`src/rtl/regfile_mp.sv`:
```
// Multi-port register file: two write ports (port 1 wins on collision), NUM_RD
// combinational read ports with optional same-cycle bypass, and a clear sequencer.
module regfile_mp #(
  parameter int DATA_W = 32,
  parameter int ADDR_W = 5,
  parameter int NUM_RD = 2,
  parameter int BYPASS = 1
) (
  input  logic                     clk,
  input  logic                     rst,
  input  logic                     clr_req,
  output logic                     ready,
  input  logic                     we0,
  input  logic [ADDR_W-1:0]        waddr0,
  input  logic [DATA_W-1:0]        wdata0,
  input  logic                     we1,
  input  logic [ADDR_W-1:0]        waddr1,
  input  logic [DATA_W-1:0]        wdata1,
  input  logic [NUM_RD-1:0]        re,
  input  logic [NUM_RD*ADDR_W-1:0] raddr,
  output logic [NUM_RD*DATA_W-1:0] rdata
);

  localparam int DEPTH = 1 << ADDR_W;
  localparam logic [ADDR_W-1:0] LAST_ADDR = ADDR_W'(DEPTH - 1);
  localparam logic [ADDR_W-1:0] FIRST_ADDR = ADDR_W'(1);

  typedef enum logic {
    CLEAR = 1'b0,
    READY = 1'b1
  } state_t;

  state_t            state;
  state_t            state_nxt;
  logic [ADDR_W-1:0] clr_cnt;
  logic [ADDR_W-1:0] clr_cnt_nxt;

  // Register 0 is not stored; its reads are forced to zero below.
  logic [DATA_W-1:0] regs [1:DEPTH-1];

  always_ff @(posedge clk) begin
    if (rst) begin
      state   <= CLEAR;
      clr_cnt <= FIRST_ADDR;
    end else begin
      state   <= state_nxt;
      clr_cnt <= clr_cnt_nxt;
    end
  end

  always_comb begin
    state_nxt   = state;
    clr_cnt_nxt = clr_cnt;
    case (state)
      CLEAR: begin
        clr_cnt_nxt = clr_cnt + FIRST_ADDR;
        if (clr_cnt == LAST_ADDR) begin
          state_nxt = READY;
        end
      end
      READY: begin
        if (clr_req) begin
          state_nxt   = CLEAR;
          clr_cnt_nxt = FIRST_ADDR;
        end
      end
      default: begin
        state_nxt   = CLEAR;
        clr_cnt_nxt = FIRST_ADDR;
      end
    endcase
  end

  assign ready = (state == READY);

  // Port 1 is assigned last so it wins a same-address collision.
  always_ff @(posedge clk) begin
    if (!rst) begin
      if (state == CLEAR) begin
        regs[clr_cnt] <= '0;
      end else begin
        if (we0 && (waddr0 != '0)) begin
          regs[waddr0] <= wdata0;
        end
        if (we1 && (waddr1 != '0)) begin
          regs[waddr1] <= wdata1;
        end
      end
    end
  end

  for (genvar i = 0; i < NUM_RD; i++) begin : g_rd
    logic [ADDR_W-1:0] ra;
    logic [DATA_W-1:0] rd;

    assign ra = raddr[i*ADDR_W +: ADDR_W];

    always_comb begin
      rd = '0;
      if ((state == READY) && re[i] && (ra != '0)) begin
        if ((BYPASS != 0) && we1 && (waddr1 == ra)) begin
          rd = wdata1;
        end else if ((BYPASS != 0) && we0 && (waddr0 == ra)) begin
          rd = wdata0;
        end else begin
          rd = regs[ra];
        end
      end
    end

    assign rdata[i*DATA_W +: DATA_W] = rd;
  end

endmodule

```
`config.mk`:
```
export PLATFORM = sky130hd
export DESIGN_NAME = regfile_mp
export DESIGN_NICKNAME = d
export VERILOG_FILES = /design/src/rtl/regfile_mp.sv
export SDC_FILE = /design/constraint.sdc
export NUM_CORES = 2
export LEC_CHECK = 0
export CELL_PAD_IN_SITES_DETAIL_PLACEMENT = 2
export CELL_PAD_IN_SITES_GLOBAL_PLACEMENT = 2
export CORE_ASPECT_RATIO = 1.75
export CORE_MARGIN = 10
export CORE_UTILIZATION = 36
export CTS_CLUSTER_SIZE = 14
export DETAILED_ROUTE_END_ITERATION = 10
export PLACE_DENSITY = 0.74
export REMOVE_ABC_BUFFERS = 1
export SYNTH_ARGS = -nofsm -noshare
export SYNTH_HDL_FRONTEND = slang
export SYNTH_SLANG_ARGS = --single-unit
```
`constraint.sdc`:
```
create_clock -name clk -period 6.2 [get_ports clk]
set_clock_uncertainty 0.2 [all_clocks]
set_input_delay 1.86 -clock clk [delete_from_list [all_inputs] [get_ports clk]]
set_output_delay 1.86 -clock clk [all_outputs]
set_load 0.02 [all_outputs]
```
==> flow_summary.ini <==
[cts]
clock_tree.buffer_depth = 3
cts_tree = yes
cts.htree.levels = 3
clk_pin_slew_worst_paths_ns = 0.06
cts_root_buf = clkbuf_16
clkSinkCount = 998
clock_latency_ns = 0.72
holdBufCountCts = 0
cts_buffers = 101

[power_and_ir_drop]
power_per_cell_area_nw_per_um2 = 211.7
power_mw = 15.39
p_leak_nw = 21.55
ir_drop_uv = 218.7

[synthesis]
synth_edf_count = 992
synth.most_common_cell = nand2_1
ys_warn_count = 0
async_reset_ff_share_pct = 0
yosysTopAreaCellShare_pct = 50.27
synth_area_per_cell_um2 = 11.33
synth_cells = 5228
ys_ff_latch = 998
synth_top_flop_cell = edfxtp_1
synth_area_um2 = 59250
seq_area_frac_synth_pct = 50.48
synth_top_cell_by_area = edfxtp_1
synth_cell_types = 65
synth_common_cells = nand2_1, o21ai_0, edfxtp_1
synth_area_leaders = edfxtp_1, mux4_2, o21ai_0, nand2_1, clkbuf_1

[hold_path]
hold_path.class = reg2reg

[route]
ant_nets = 0
dr_total_vias = 54100
routedWlPerCell_um = 42.38
drtIter0Drc = 8232
via_per_inst = 7.003
drcViolationCount = 0
drt_first_pass_iters = 8
drt-total-wl_um = 327400

[place]
pre_cts_slack_ns = -0.7783
port_buffers = 155
routabilityCongestion = 0.9330
dp_hpwl_um = 196400
placed_cells = 7459

[critical_path]
crit_fanout = 9
worstPathCellList = dlygate4sd2_1 -> xnor2_1 -> nand2_2 -> buf_4 -> buf_4 -> o21ai_1 -> buf_4 -> a2111oi_0 -> a211o_1 -> buf_4
critPathKind = in2out
critPathBufInv = 5
slowest_delay_ns = 0.51
critPathSlowestCell = a2111oi_0
required_ns = 4.14
cp-start-kind = input port
end_kind = output pin
arrival_ns = 4.29
cp_top_family = buffers and inverters
cp_common_cell = buf_4

[sta]
fmax_mhz = 157.5
setup_violations = 30
period_needed_ns = 6.350
finalWorstSetupSlack_ns = -0.1505
maxSlewViolCount = 4
rsz0062_at_grt = yes
post-route-period-util_pct = 102.4
worstMarginPinSlew_ns = 1.590
finalSetupTns_ns = -1.288
max_slew_margin_pct = -6.881
finalHoldViolCount = 0

[final_layout]
fillers = 16280
drive_above_1_share_pct = 28.47
finalNonFillerCells = 7725
nets = 5550
area_delta_synth_final_pct = 22.65

[grt]
grt_usage_pct = 34.71
grt_pass1_wl_um = 447600
grt_max_degree = 66
grt_overflow_total = 0
grt_pass1_vias = 56800
antenna_found_initial = 16

[floorplanning]
fp-row-count = 196
die_w_um = 326.7
ioPinCount = 156
core_um2 = 163300
die_area_um2 = 181900
dieHeight_um = 556.7
initial_utilization_pct = 36.28

[status]
violations = capacitance limit, slew limit, setup timing
status = finished with violations

[run]
max_cap_viol_count = 1
==> metrics by stage <==
stage	utilization, %	hold WS, ns	instance area, um^2
after floorplan	-	0.3023	56350
after global placement	41.20	0.3538	67290
after detailed placement	41.20	0.3769	67290
after CTS	43.98	0.4175	71830
after global routing	44.49	0.4351	72660
final	44.50	0.4144	72670
==> kinds of logic after synthesis <==
family	count (synthesis)	share of synthesized area [%]
AO/OA/AOI/OAI	1495	14.48
AND/OR/NAND/NOR	1358	9.356
flip-flops	998	50.48
buffers and inverters	716	5.032
multiplexers	639	20.32
XOR/XNOR	20	0.2956
adder cells (fa/ha/maj)	2	0.04222
==> worst register-to-register path: stages, from the launching register on <==
cell and delay [ns]:
dfxtp_1 0.33, buf_4 0.26, nand4bb_1 0.14, buf_4 0.24
nor4_2 1.28, buf_4 0.49, o21bai_4 0.38, buf_4 0.35
==> cell type report <==
| cell class | instances | area, um^2 | area share (%) |
|---|---|---|---|
| tap | 2178 | 2725 | 3.750 |
| multi-input combinational | 3514 | 27910 | 38.40 |
| clock inverter | 65 | 490.5 | 0.6749 |
| clock buffer | 120 | 2663 | 3.664 |
| inverter | 21 | 78.83 | 0.1085 |
| timing repair buffer | 821 | 8881 | 12.22 |
| antenna | 8 | 20.02 | 0.02755 |
| sequential | 998 | 29910 | 41.15 |
==> power by group <==
group          leakage (nW)  switching (mW)  internal (mW)
registers              7.49          0.0364           7.37
logic                  12.5            1.06          0.676
clock network          1.54            2.93           3.31
==> repair_timing <==
action / 4_1_cts / 5_1_grt
setup endpoints to repair: 64 / 61
gates cloned: 8 / 4
pin swaps: 33 / 44
resized for setup: 287 / 157
buffers inserted: 40 / 32
==> metal layers <==
layer / track usage, % / routed length [um] / part of all wire (%) / vias up
met5: 0 / 26 / 0.0079 / -
met4: 28.74 / 33890 / 10 / 4
met3: 8.750 / 36120 / 11 / 1486
met2: 55.33 / 149300 / 46 / 4173
met1: 39.00 / 108000 / 33 / 28130
li1: - / - / - / 20310
==> sequential cells by signal, indices dropped and copies added (netlist names) <==
| signal | cells |
|---|---|
| regs | 992 |
| clr_cnt | 5 |
| ready | 1 |
==> path summary, 6_finish.rpt <==
check / end / slack [ns] / start / cells after the start
hold / removal: clr_cnt[1] / 0.41 / clr_cnt[1] / 2
setup reg to reg: regs[8][13] / 2.22 / ready / 7
hold reg to reg: clr_cnt[1] / 0.41 / clr_cnt[1] / 2
setup / recovery: rdata[14] / -0.15 / waddr1[4] / 10
==> placed cells by master (no fill, tap or decap), types with 22 or more instances in the layout <==
cell type           n
o2111ai_1          26
a31oi_1            24
buf_4             473
o22ai_1            26
a21oi_2            22
nand4_1            25
a221o_1            26
nor2b_1            22
clkdlybuf4s50_1    70
a211oi_1           79
o21ai_0          1003
mux2i_1           157
nor2_1             88
mux4_2            448
clkbuf_16         108
a21oi_1           100
nand3_1            50
buf_12            145
edfxtp_1          992
buf_6              54
clkinv_1           29
nand2_1          1050
Note: power is estimated with default switching activity, not from simulation.
